===== src/rtl/pedal_chain_if.sv =====
// pedal_chain_if: sample, status and effect-slot bus of the pedal_chain sequencer.
// Latency: none, wires only.
// Backpressure: none; samples that arrive while the sequencer is busy are dropped and flagged.
//
// Signals:
//   Sample_in/Sample_valid/Enable/Clear_flags: codec receive side and switch bank into the sequencer.
//   Fx_in/Fx_start: sequencer out to the effect slots.
//   Fx_done/Fx_out: effect slots back to the sequencer.
//   Signal_out/Out_valid/Busy/Overrun/Timeout_flag: sequencer out to the codec transmit side.
// Modports:
//   master: the sequencer.
//   slave:  everything around it (codec paths, switch bank, effect slots).
interface pedal_chain_if #(
    parameter int WIDTH = 16,
    parameter int SLOTS = 4
);
    logic [WIDTH-1:0]       Sample_in;
    logic                   Sample_valid;
    logic [SLOTS-1:0]       Enable;
    logic                   Clear_flags;
    logic [WIDTH-1:0]       Fx_in;
    logic [SLOTS-1:0]       Fx_start;
    logic [SLOTS-1:0]       Fx_done;
    logic [SLOTS*WIDTH-1:0] Fx_out;
    logic [WIDTH-1:0]       Signal_out;
    logic                   Out_valid;
    logic                   Busy;
    logic                   Overrun;
    logic                   Timeout_flag;

    modport master (
        input  Sample_in, Sample_valid, Enable, Clear_flags, Fx_done, Fx_out,
        output Fx_in, Fx_start, Signal_out, Out_valid, Busy, Overrun, Timeout_flag
    );

    modport slave (
        output Sample_in, Sample_valid, Enable, Clear_flags, Fx_done, Fx_out,
        input  Fx_in, Fx_start, Signal_out, Out_valid, Busy, Overrun, Timeout_flag
    );
endinterface


===== src/rtl/pedal_chain.sv =====
// pedal_chain: walks one sample through SLOTS effect slots via START/DONE, bypassing disabled slots.
// Latency: SLOTS+2 cycles plus (1+Dk) for each enabled slot k (Dk = cycles until slot k's DONE).
// Backpressure: none; a sample arriving while Busy is dropped and sets the sticky Overrun flag.
//
// Ports:
//   Clk, Reset (async, active-low)
//   bus (pedal_chain_if.master): sample input, Enable switch bank, Clear_flags, shared Fx_in bus,
//     per-slot Fx_start/Fx_done/Fx_out, Signal_out/Out_valid, Busy, Overrun, Timeout_flag.
// Optional feature: define PEDAL_TIMEOUT_EN to abandon a slot after TIMEOUT WAIT cycles.
// Without it the timeout counter is not built and Timeout_flag is tied 0.
module pedal_chain #(
    parameter int WIDTH   = 16,
    parameter int SLOTS   = 4,
    parameter int TIMEOUT = 255
) (
    input  logic          Clk,
    input  logic          Reset,
    pedal_chain_if.master bus
);
    localparam int IW = $clog2(SLOTS + 1);
    localparam logic [IW-1:0] IDX_END = IW'(SLOTS);

    if (SLOTS < 1 || SLOTS > 16 || TIMEOUT < 1) begin : g_bad_cfg
        $error("pedal_chain: SLOTS must be 1..16 and TIMEOUT at least 1");
    end

    typedef enum logic [1:0] {IDLE, SCAN, WAIT, OUT} state_t;

    state_t           state_q, state_d;
    logic [IW-1:0]    idx_q, idx_d;
    logic [WIDTH-1:0] data_q, data_d;
    logic [WIDTH-1:0] sig_out_q, sig_out_d;
    logic [SLOTS-1:0] en_q, en_d;
    logic [SLOTS-1:0] start_q, start_d;
    logic             out_vld_q, out_vld_d;
    logic             overrun_q, overrun_d;

`ifdef PEDAL_TIMEOUT_EN
    localparam int TW = $clog2(TIMEOUT + 1);
    // Counter value on the last WAIT cycle allowed before the slot is abandoned.
    localparam logic [TW-1:0] TLAST = TW'(TIMEOUT - 1);
    logic [TW-1:0]    tcnt_q, tcnt_d;
    logic             tflag_q, tflag_d;
`endif

    // One-hot decode of idx so the current slot's enable, DONE and result are picked
    // without indexing past the switch bank when idx has reached SLOTS.
    logic [SLOTS-1:0] sel;
    logic             en_sel;
    logic             done_sel;
    logic [WIDTH-1:0] res_sel;

    always_comb begin
        sel     = '0;
        res_sel = '0;
        for (int k = 0; k < SLOTS; k++) begin
            sel[k] = (idx_q == IW'(k));
            if (sel[k]) begin
                res_sel = bus.Fx_out[k*WIDTH +: WIDTH];
            end
        end
        en_sel   = |(en_q & sel);
        done_sel = |(bus.Fx_done & sel);
    end

    always_comb begin
        state_d   = state_q;
        idx_d     = idx_q;
        data_d    = data_q;
        en_d      = en_q;
        start_d   = start_q;
        sig_out_d = sig_out_q;
        out_vld_d = 1'b0;

        // Sticky flags: a set event in the same cycle overrides a clear.
        overrun_d = overrun_q;
        if (bus.Clear_flags) begin
            overrun_d = 1'b0;
        end
        if (bus.Sample_valid && (state_q != IDLE)) begin
            overrun_d = 1'b1;
        end
`ifdef PEDAL_TIMEOUT_EN
        tcnt_d  = tcnt_q;
        tflag_d = tflag_q;
        if (bus.Clear_flags) begin
            tflag_d = 1'b0;
        end
`endif

        case (state_q)
            IDLE: begin
                if (bus.Sample_valid) begin
                    data_d  = bus.Sample_in;
                    en_d    = bus.Enable;
                    idx_d   = '0;
                    state_d = SCAN;
                end
            end
            SCAN: begin
                if (idx_q == IDX_END) begin
                    state_d = OUT;
                end else if (en_sel) begin
                    start_d = sel;
`ifdef PEDAL_TIMEOUT_EN
                    tcnt_d  = '0;
`endif
                    state_d = WAIT;
                end else begin
                    idx_d = idx_q + IW'(1);
                end
            end
            WAIT: begin
                // START stays high until DONE is seen; DONE wins over an expiring timeout.
                if (done_sel) begin
                    data_d  = res_sel;
                    start_d = '0;
                    idx_d   = idx_q + IW'(1);
                    state_d = SCAN;
                end
`ifdef PEDAL_TIMEOUT_EN
                else if (tcnt_q == TLAST) begin
                    start_d = '0;
                    tflag_d = 1'b1;
                    idx_d   = idx_q + IW'(1);
                    state_d = SCAN;
                end else begin
                    tcnt_d = tcnt_q + TW'(1);
                end
`endif
            end
            OUT: begin
                sig_out_d = data_q;
                out_vld_d = 1'b1;
                state_d   = IDLE;
            end
            default: begin
                state_d = IDLE;
            end
        endcase
    end

    always_ff @(posedge Clk or negedge Reset) begin
        if (!Reset) begin
            state_q   <= IDLE;
            idx_q     <= '0;
            data_q    <= '0;
            en_q      <= '0;
            start_q   <= '0;
            sig_out_q <= '0;
            out_vld_q <= 1'b0;
            overrun_q <= 1'b0;
`ifdef PEDAL_TIMEOUT_EN
            tcnt_q    <= '0;
            tflag_q   <= 1'b0;
`endif
        end else begin
            state_q   <= state_d;
            idx_q     <= idx_d;
            data_q    <= data_d;
            en_q      <= en_d;
            start_q   <= start_d;
            sig_out_q <= sig_out_d;
            out_vld_q <= out_vld_d;
            overrun_q <= overrun_d;
`ifdef PEDAL_TIMEOUT_EN
            tcnt_q    <= tcnt_d;
            tflag_q   <= tflag_d;
`endif
        end
    end

    assign bus.Fx_in      = data_q;
    assign bus.Fx_start   = start_q;
    assign bus.Signal_out = sig_out_q;
    assign bus.Out_valid  = out_vld_q;
    assign bus.Busy       = (state_q != IDLE);
    assign bus.Overrun    = overrun_q;
`ifdef PEDAL_TIMEOUT_EN
    assign bus.Timeout_flag = tflag_q;
`else
    assign bus.Timeout_flag = 1'b0;
`endif
endmodule


===== src/flat_wrapper.sv =====
// flat-port wrapper written by rule: the top's interface ports become plain ports
module pedal_chain_flat 
#(
    parameter int WIDTH   = 16,
    parameter int SLOTS   = 4,
    parameter int TIMEOUT = 255
)
  (Clk, Reset, bus_Sample_in, bus_Sample_valid, bus_Enable, bus_Clear_flags, bus_Fx_done, bus_Fx_out, bus_Fx_in, bus_Fx_start, bus_Signal_out, bus_Out_valid, bus_Busy, bus_Overrun, bus_Timeout_flag);
  pedal_chain_if #(.WIDTH(WIDTH), .SLOTS(SLOTS)) bus_i ();
  input  logic Clk;
  input  logic Reset;
  input wire logic [$bits(bus_i.Sample_in)-1:0] bus_Sample_in;
  input wire logic [$bits(bus_i.Sample_valid)-1:0] bus_Sample_valid;
  input wire logic [$bits(bus_i.Enable)-1:0] bus_Enable;
  input wire logic [$bits(bus_i.Clear_flags)-1:0] bus_Clear_flags;
  input wire logic [$bits(bus_i.Fx_done)-1:0] bus_Fx_done;
  input wire logic [$bits(bus_i.Fx_out)-1:0] bus_Fx_out;
  output wire logic [$bits(bus_i.Fx_in)-1:0] bus_Fx_in;
  output wire logic [$bits(bus_i.Fx_start)-1:0] bus_Fx_start;
  output wire logic [$bits(bus_i.Signal_out)-1:0] bus_Signal_out;
  output wire logic [$bits(bus_i.Out_valid)-1:0] bus_Out_valid;
  output wire logic [$bits(bus_i.Busy)-1:0] bus_Busy;
  output wire logic [$bits(bus_i.Overrun)-1:0] bus_Overrun;
  output wire logic [$bits(bus_i.Timeout_flag)-1:0] bus_Timeout_flag;
  assign bus_i.Sample_in = bus_Sample_in;
  assign bus_i.Sample_valid = bus_Sample_valid;
  assign bus_i.Enable = bus_Enable;
  assign bus_i.Clear_flags = bus_Clear_flags;
  assign bus_i.Fx_done = bus_Fx_done;
  assign bus_i.Fx_out = bus_Fx_out;
  assign bus_Fx_in = bus_i.Fx_in;
  assign bus_Fx_start = bus_i.Fx_start;
  assign bus_Signal_out = bus_i.Signal_out;
  assign bus_Out_valid = bus_i.Out_valid;
  assign bus_Busy = bus_i.Busy;
  assign bus_Overrun = bus_i.Overrun;
  assign bus_Timeout_flag = bus_i.Timeout_flag;
  pedal_chain #(.WIDTH(WIDTH), .SLOTS(SLOTS), .TIMEOUT(TIMEOUT)) u_core (.Clk(Clk), .Reset(Reset), .bus(bus_i));
endmodule

===== config.mk =====
export PLATFORM = sky130hd
export DESIGN_NAME = pedal_chain_flat
export DESIGN_NICKNAME = d
export VERILOG_FILES = /design/src/rtl/pedal_chain_if.sv /design/src/rtl/pedal_chain.sv /design/src/flat_wrapper.sv
export SDC_FILE = /design/constraint.sdc
export NUM_CORES = 1
export LEC_CHECK = 0
export CORE_MARGIN = 10
export CORE_UTILIZATION = 42
export DETAILED_ROUTE_END_ITERATION = 8
export HOLD_SLACK_MARGIN = 0.06
export PLACE_DENSITY = 0.81
export SYNTH_ARGS = -nofsm -noshare
export SYNTH_HDL_FRONTEND = slang
export SYNTH_SLANG_ARGS = --single-unit

===== constraint.sdc =====
create_clock -name Clk -period 2.4 [get_ports Clk]
set_clock_uncertainty 0.1 [all_clocks]
set_input_delay 0.48 -clock Clk [delete_from_list [all_inputs] [get_ports Clk]]
set_output_delay 0.48 -clock Clk [all_outputs]
set_load 0.02 [all_outputs]

==> metrics.csv <==
metric;value;unit
cts_buffer_depth;2;
hp-class;reg2reg;
maxClockFrequency;470;MHz
num_rows;30;
clk_pin_slew;90;ps
cts_tree;yes;
fillers;538;
grt.met3_usage;3.31;%
grt.met1_usage;21.0;%
p_leak;1.84;nW
syn_nets;386;
die-area;10500;sq um
post-route-period-util;88.6;%
clock_latency;290;ps
syn_area;2860;sq um
status;complete, no violations;
grt_usage;18.2;%
mostFrequentLayoutCells;clkdlybuf4s50_1, dfrtp_1, nand2_1;
wl_per_cell;20.1;um
yosys.area_share.adder;4.38;%
via_count;2717;
grt_max_degree;33;
layout-drive-gt1-share;15.3;%
finalNetCount;512;
start_kind;register;
post-route-drc-count;0;
synth_compound_area_share;23.6;%
ir_drop;0.508;mV
maxCapViolations;0;
die_y;102;um
wl;9.86;mm
layout.cells.non_filler;491;
crit_path_end_kind;register;
place.gp.congestion;0.977;
cp_max_fo;17;
slew_viol_final;0;
die_w;102;um
tightest_slew;773;ps
overflow;0;
slew-limit-headroom;48.5;%
synth_xor_area_share;0;%
grt_pass1_wl;14.9;mm
yosys_warnings;0;
muxShareOfSynthArea;10.9;%
synthSimpleGateAreaFrac;12.7;%
hold_viol_final;0;
synth_top_family_by_area;compound AO/OA/AOI/OAI gates;
clock_sinks;47;
finalSetupViolCount;0;
powerDensity;1250;nW/um^2
dpl.hpwl;7.71;mm
grt_pass1_vias;2812;
avgSynthCellArea;10.1;sq um
tns;0;ps
busiest_layer;met2;
ys_ff_latch;47;
diodes;0;
antenna_found_initial;0;
synth_seq_area_share;41.2;%
cts_inserted_buffers;5;
num_io_pins;132;
critPathKind;reg2reg;
htreeDepth;2;
required;2480;ps
postCtsSetupRepairBufs;0;
area_growth;51.3;%
syn-instance-count;284;
core_area;6720;sq um
initial_utilization;42.5;%
crit_arrival;2200;ps
rsz0062_at_grt;false;
root_buffer;clkbuf_8;
drt_iter0_markers;226;
port_buffers;130;
viasPerCell;5.53;
synth_cell_types;36;
drt-pass1-iter-count;4;
met2_usage;33.4;%
post-route-min-period;2130;ps
layout_commonest_cell;clkdlybuf4s50_1;
dp_cells;482;
antenna_left;0;
worst paths after layout:
check	start	depth (start not counted)	end	slack (ps)
min in group asynchronous	Reset	2	u_core.bus.Signal_out[4]	530
max in group asynchronous	Reset	3	u_core.state_q[0]	1150
worst max register to register	u_core.state_q[0]	7	u_core.bus.Fx_in[0]	270
worst min register to register	u_core.bus.Overrun	1	u_core.bus.Overrun	400
worst max-delay path	u_core.state_q[0]	7	u_core.bus.Fx_in[0]	270
worst min-delay path	u_core.bus.Overrun	1	u_core.bus.Overrun	400
synth_stat cells:
cell type	count	area, sq um
o221ai_1	16	140
o2111ai_2	3	45.0
a22oi_1	1	7.51
mux2_2	23	259
conb_1	1	3.75
nor2b_1	1	6.26
buf_4	2	15.0
a22o_1	1	8.76
a21oi_2	9	78.8
and4bb_1	1	12.5
nand2b_1	2	12.5
dfrtp_1	47	1180
a32o_1	1	10.0
o21ai_2	1	8.76
o21ai_0	1	5.00
nand2_1	40	150
and2_1	2	12.5
and3_1	2	12.5
buf_2	8	40.0
mux2_1	1	11.3
a21o_1	16	120
inv_1	9	33.8
nand3_1	1	5.00
nor2_1	1	3.75
nand3b_1	18	135
nor3b_1	1	7.51
ha_1	10	125
buf_6	7	78.8
a22oi_2	1	12.5
o211ai_1	2	15.0
or2_1	1	6.26
mux2i_1	4	40.0
clkbuf_1	9	33.8
a31oi_1	17	106
a21oi_1	23	115
clkinv_1	1	3.75
routing by layer:
metal,up-vias,routed length (um)
li1,1284,-
met1,1324,3730
met2,97,5390
met3,12,581
met4,0,163
met5,-,0
sequential cells by signal, indices dropped and copies added, names as in the netlist:
signal,count
u_core.state_q,2
u_core.en_q,4
u_core.idx_q,3
u_core.bus.Signal_out,16
u_core.bus.Out_valid,1
u_core.bus.Fx_start,4
u_core.bus.Overrun,1
u_core.bus.Fx_in,16
kinds of logic after synthesis:
family | Yosys count
AO/OA/AOI/OAI | 92
AND/OR/NAND/NOR | 70
flip-flops | 47
buffers and inverters | 36
multiplexers | 28
adder cells (fa/ha/maj) | 10
other | 1
area by class of cell:
type	instances	area, sq um	area share (%)
Inverter	10	41.3	0.955
Clock inverter	3	18.8	0.434
Clock buffer	5	68.8	1.59
Timing Repair Buffer	145	1440	33.3
Tap cell	80	100	2.31
Multi-Input combinational cell	201	1480	34.2
Sequential cell	47	1180	27.2
power by group:
part | internal, mW | leakage [nW] | total (mW) | switching [mW]
registers | 1.19 | 0.545 | 1.47 | 0.273
clock network | 0.205 | 0.0483 | 0.475 | 0.270
logic | 1.67 | 1.25 | 3.47 | 1.80
total | 3.07 | 1.84 | 5.41 | 2.34
per-stage QoR:
stage                     util (%)  area [sq um]  hold slack, ps  total power [mW]  setup slack, ps
after global routing          64.4          4320             423              5.79              125
after CTS                     64.2          4310             409              5.42             24.9
after detailed placement      62.8          4220             318              4.92              125
after global placement        62.8          4220             314              4.84              158
after floorplan                  -          2860            84.4              3.62              519
final                         64.4          4320             403              5.41              274
worst max-delay path, cell delays in order, from the launching register on:
cell     delay, ps
dfrtp_2        450
inv_1           90
ha_1           160
inv_1           60
o21ai_2        620
and2_1         250
buf_4          180
a31oi_1        100
repair_timing:
action | CTS | global route
hold buffers | 1 | 0
endpoints found under the hold margin | 15 | 0
gates resized for setup | 0 | 4
endpoints found under the setup margin | 0 | 13
No activity file was read; power rests on OpenSTA's default activity.
==> RTL change 1: new RTL, same flow settings <==
`SLOTS` is set to 4 in 3 places; all go to 8.
--- a/src/rtl/pedal_chain_if.sv
+++ b/src/rtl/pedal_chain_if.sv
@@ -12,7 +12,7 @@
 //   slave:  everything around it (codec paths, switch bank, effect slots).
 interface pedal_chain_if #(
     parameter int WIDTH = 16,
-    parameter int SLOTS = 4
+    parameter int SLOTS = 8
 );
     logic [WIDTH-1:0]       Sample_in;
     logic                   Sample_valid;
--- a/src/rtl/pedal_chain.sv
+++ b/src/rtl/pedal_chain.sv
@@ -10,7 +10,7 @@
 // Without it the timeout counter is not built and Timeout_flag is tied 0.
 module pedal_chain #(
     parameter int WIDTH   = 16,
-    parameter int SLOTS   = 4,
+    parameter int SLOTS   = 8,
     parameter int TIMEOUT = 255
 ) (
     input  logic          Clk,
--- a/src/flat_wrapper.sv
+++ b/src/flat_wrapper.sv
@@ -2,7 +2,7 @@
 module pedal_chain_flat 
 #(
     parameter int WIDTH   = 16,
-    parameter int SLOTS   = 4,
+    parameter int SLOTS   = 8,
     parameter int TIMEOUT = 255
 )
   (Clk, Reset, bus_Sample_in, bus_Sample_valid, bus_Enable, bus_Clear_flags, bus_Fx_done, bus_Fx_out, bus_Fx_in, bus_Fx_start, bus_Signal_out, bus_Out_valid, bus_Busy, bus_Overrun, bus_Timeout_flag);
Ports: changed (resized bus_Enable, bus_Fx_done, bus_Fx_out and bus_Fx_start); port bits go from 132 to 208. No check against the original RTL was run, so the function may have changed too.
==> RTL change 1 against the original RTL <==
Clock power rose by 16%. Wire length rose by 66%. Critical path type unchanged. Sequential cell count rose by 9. First-iteration DRC count rose by 120%. Power rose by 40%. Worst setup slack got worse by 0.19 ns. Critical endpoint is now u_core.bus.Fx_in[14]. Area after synthesis rose by 37%. Die area rose by 29%. Maximum frequency fell by 8.2%. Core utilization rose by 5.6 points. Cell area rose by 48%. Sequential power rose by 21%.
==> RTL change 1: results (changes against the original RTL) <==
Detailed routing
  – Detailed-router iteration count before antenna repair: 5 (+1)
  – Total wire length: 16400 um (+66%)
  – DR vias: 4293 (+58%)
  – Violation count after the first detailed-routing iteration: 505 (+120%)

Logic synthesis
  – Primary FF master, synth: dfrtp_1
  – Number of library cell types mapped by synthesis: 42 (+17%)
  – Syn Inst Count: 425 (+50%)
  – Post-synthesis sequential area ratio: 35.8% (-5.3 points)
  – Nets in the synthesized netlist: 598 (+55%)
  – Top cells by area in the synthesized netlist: dfrtp_1 (36%), mux2_2 (12%), a21oi_1 (4.5%), inv_1 (4.4%), o21ai_0 (4.4%)
  – Leading cell types by count after synthesis: dfrtp_1 (56), inv_1 (46), mux2_2 (43)

Setup path
  – CP max FO: 16 (-1)
  – End of the critical path: u_core.bus.Fx_in[14]
  – Worst reg-to-reg setup slack: 0.08 ns (-0.19 ns)
  – Number of cells traversed by the worst register-to-register path: 8 (+1)
  – Data arrival at the endpoint of the critical path: 2.43 ns (+0.23 ns)
  – Critical register-to-register path startpoint: u_core.idx_q[0]
  – Slowest stage cell, crit path: dfrtp_2

Place
  – Final RePlAce weighted congestion: 0.940 (-3.8%)
  – Number of instances in the placed design: 732 (+52%)
  – Number of input and output port buffers inserted: 206 (+58%)
  – Half-perimeter wire length of the detailed placement result: 12800 um (+66%)
  – Worst-case setup slack after placement: -0.0373 ns (-0.162 ns)

Global routing
  – Vias in the first global route: 4532 (+61%)
  – Largest net degree at the start of global routing: 35 (+6.1%)
  – Global-route wire length before repair: 24400 um (+63%)
  – Overall Global Routing Usage: 22.8% (+4.6 points)

Power and ir drop
  – Largest vdd supply drop: 0.688 mV (+35%)
  – Static Leak: 0.00259 uW (+40%)

Cells and area
  – Fraction of layout cells with a size suffix above 1: 17.2% (+1.9 points)
  – # nets final: 804 (+57%)
  – Filler Cells Inserted: 703 (+31%)

STA
  – Headroom to the max-slew limit: 61.1% (+13 points)
  – Maximum achievable frequency: 432 MHz (-8.2%)
  – Worst hold-check slack: 0.416 ns (+0.0128 ns)

Clock tree
  – Clock latency on the worst-skew pair: 0.31 ns (+0.02 ns)

Outcome
  – Run status: finished, final reports clean
==> RTL change 1: cell families (layout without fill, tap and decap cells) <==
family / after synthesis / count (layout) / synth area share, %
AND/OR/NAND/NOR: 68 / 68 / 9.05
flip-flops: 56 / 56 / 35.8
AO/OA/AOI/OAI: 153 / 153 / 28.1
other: 1 / 1 / 0.0959
multiplexers: 53 / 53 / 14.9
adder cells (fa/ha/maj): 9 / 9 / 2.88
buffers and inverters: 85 / 292 / 9.12
==> RTL change 1: what timing repair did <==
item / in CTS / in global routing
cloned: 0 / 1
setup buffers: 0 / 1
resized for setup: 3 / 18
hold buffers: 1 / 0
hold endpoints to repair: 18 / 0
endpoints found under the setup margin: 14 / 29
==> RTL change 1: layout make-up <==
type	instances	area [um2]	share of cell area, %
repair buffers	237	2360	36.8
multi-input cells	284	2230	34.9
flip-flops and latches	56	1400	21.9
inverters	47	179	2.79
well taps	111	139	2.17
clock buffers	7	86.3	1.35
clock inverters	1	7.51	0.117
==> RTL change 1: per-layer routing <==
metal / up-vias / wire length [um] / global-route usage, % / part of all wire [%]
li1: 1966 / - / - / -
met1: 2099 / 6520 / 26.4 / 40
met5: - / 0 / 0 / 0
met3: 30 / 1410 / 6.52 / 8.6
met4: 0 / 419 / 7.51 / 2.6
met2: 198 / 8020 / 39.4 / 49
==> RTL change 1: worst min path at each step <==
| stage | start | endpoint | cells after the start |
|---|---|---|---|
| 3_5_place_dp | Reset | u_core.bus.Fx_start[0] | 1 |
| 3_3_place_gp | Reset | u_core.bus.Fx_start[0] | 1 |
| 6_report | u_core.bus.Overrun | u_core.bus.Overrun | 1 |
| 5_1_grt | u_core.bus.Overrun | u_core.bus.Overrun | 1 |
| 4_1_cts | u_core.bus.Overrun | u_core.bus.Overrun | 1 |
| 2_1_floorplan | Reset | u_core.bus.Fx_in[0] | 0 |
==> RTL change 1: stage by stage <==
stage               instance area, um2  util [%]
floorplan                         3910         -
global placement                  6180      67.5
detailed placement                6180      67.5
CTS                               6280      68.7
global route                      6400      70.0
finish                            6400      70.0
==> RTL change 1: power breakdown <==
group | leakage (uW) | switching, uW | internal (uW)
registers | 0.000678 | 375 | 1410
logic | 0.00186 | 2710 | 2550
clock network | 0.0000445 | 315 | 236
total | 0.00259 | 3400 | 4190
==> RTL change 1: worst register-to-register path, cell delays in order, from the launching register on <==
cell and delay (ns):
dfrtp_2 0.47, inv_4 0.11, ha_4 0.19, inv_1 0.11, or3_1 0.36, buf_4 0.21, o221ai_1 0.27, o32ai_1 0.13
mux2_2 0.27
==> RTL change 2: new RTL, config.mk and constraints unchanged <==
Without the edit above. Encoding of `state_t`: now one-hot (4 bits for 4 states).
--- a/src/rtl/pedal_chain.sv
+++ b/src/rtl/pedal_chain.sv
@@ -24,7 +24,7 @@
         $error("pedal_chain: SLOTS must be 1..16 and TIMEOUT at least 1");
     end
 
-    typedef enum logic [1:0] {IDLE, SCAN, WAIT, OUT} state_t;
+    typedef enum logic [3:0] {IDLE = 4'b0001, SCAN = 4'b0010, WAIT = 4'b0100, OUT = 4'b1000} state_t;
 
     state_t           state_q, state_d;
     logic [IW-1:0]    idx_q, idx_d;
Formal check against the unedited RTL: no difference found for any inputs over 10 cycles, from zero or initial values and one cycle with Reset low; not proved beyond that.
==> RTL change 2 against the original RTL <==
Global-route usage is 0.21 points lower. Largest power group unchanged. Non-clock buffer count is 9 higher. Clock power is 50% higher. Cell area is 5.8% higher. Worst setup slack worse by 0.16 ns. Sequential cell count is 2 higher. First-iteration DRC count is 50% lower. Power is 19% lower. Synthesized cell count stayed put. Wire length is 0.30% higher. Largest cell class unchanged. Area after synthesis is 2.4% higher. Count of clock-buffer cells in the layout stayed put. Critical path depth is 2 lower.
==> RTL change 2: results (changes against the original RTL) <==
Logic synthesis
  – Number of library cell types mapped by synthesis: 39 (+8.3%)
  – Synth Area in Compound Gates: 13.7% (-9.9 points)
  – Post-synthesis sequential area ratio: 41.9% (+0.79 points)
  – Leading cell types by count after synthesis: dfrtp_1 (48), mux2_2 (26), nand2_1 (24)
  – Fraction of the mapped netlist area in adder cells: 2.14% (-2.2 points)
  – Nets in the synthesized netlist: 381 (-1.3%)

Setup path
  – Crit path launch: u_core.state_q[3]
  – Slowest Stage Delay on Critical Path: 0.59 ns (-0.03 ns)
  – Critical register-to-register path startpoint: u_core.state_q[3]
  – End of the critical path: u_core.bus.Fx_in[10]

Detailed routing
  – Mean routed wirelength per cell: 19.1 um (-5.1%)
  – Metal-1 WL: 4040 um (+8.5%)
  – Vias per std cell: 5.30 (-4.3%)
  – Met2 WL: 4850 um (-10%)

Place
  – Placement-stage cell area: 0.00440 mm2 (+4.2%)
  – Worst-case setup slack after placement: -0.280 ns (-0.405 ns)

Global routing
  – Global-route wire length before repair: 15100 um (+1.0%)
  – Routing usage on met2: 30.8% (-2.6 points)
  – Vias in the first global route: 2989 (+6.3%)
  – Overall Global Routing Usage: 18.0% (-0.21 points)
  – Met1 track demand over resource: 20.3% (-0.79 points)
  – Largest net degree at the start of global routing: 23 (-30%)

Cells and area
  – Fraction of layout cells with a size suffix above 1: 18.9% (+3.6 points)

Worst hold path
  – Worst Hold Path EP: u_core.bus.Signal_out[7]

Outcome
  – Run status: finished, final reports clean

Power and ir drop
  – Static Leak: 0.00185 uW (+0.23%)

Clock tree
  – Count of cells resized by post-cts repair: 2 (+2)
-- RTL change 2: changes by cell type in the layout (fill, tap and decap cells not counted), moves of 10 or more --
cell and delta:
nor2_1 +21, a31oi_1 -17, nor3_1 +17, a21o_1 -16, nand2_1 -16, nor3b_1 +16, o221ai_1 -16, a2111oi_0 +14
mux2_4 +10
-- RTL change 2: cell type report --
class / count / area [um2]
Inverter: 6 / 22.5
Fill cell: 534 / 2220
Sequential cell: 49 / 1230
Clock buffer: 5 / 68.8
Tap cell: 96 / 120
Multi-Input combinational cell: 206 / 1580
Timing Repair Buffer: 154 / 1490
Clock inverter: 3 / 65.1
-- RTL change 2: cells by family after synthesis --
logic type	after synthesis
simple gates	108
compound gates	54
flops	49
mux	38
buf+inv	29
fa+ha+maj	5
other cells	1
-- RTL change 2: power by group --
group,switching [uW],internal (uW)
Combinational,1130,1230
Clock,298,414
Sequential,197,1090
Total,1620,2740
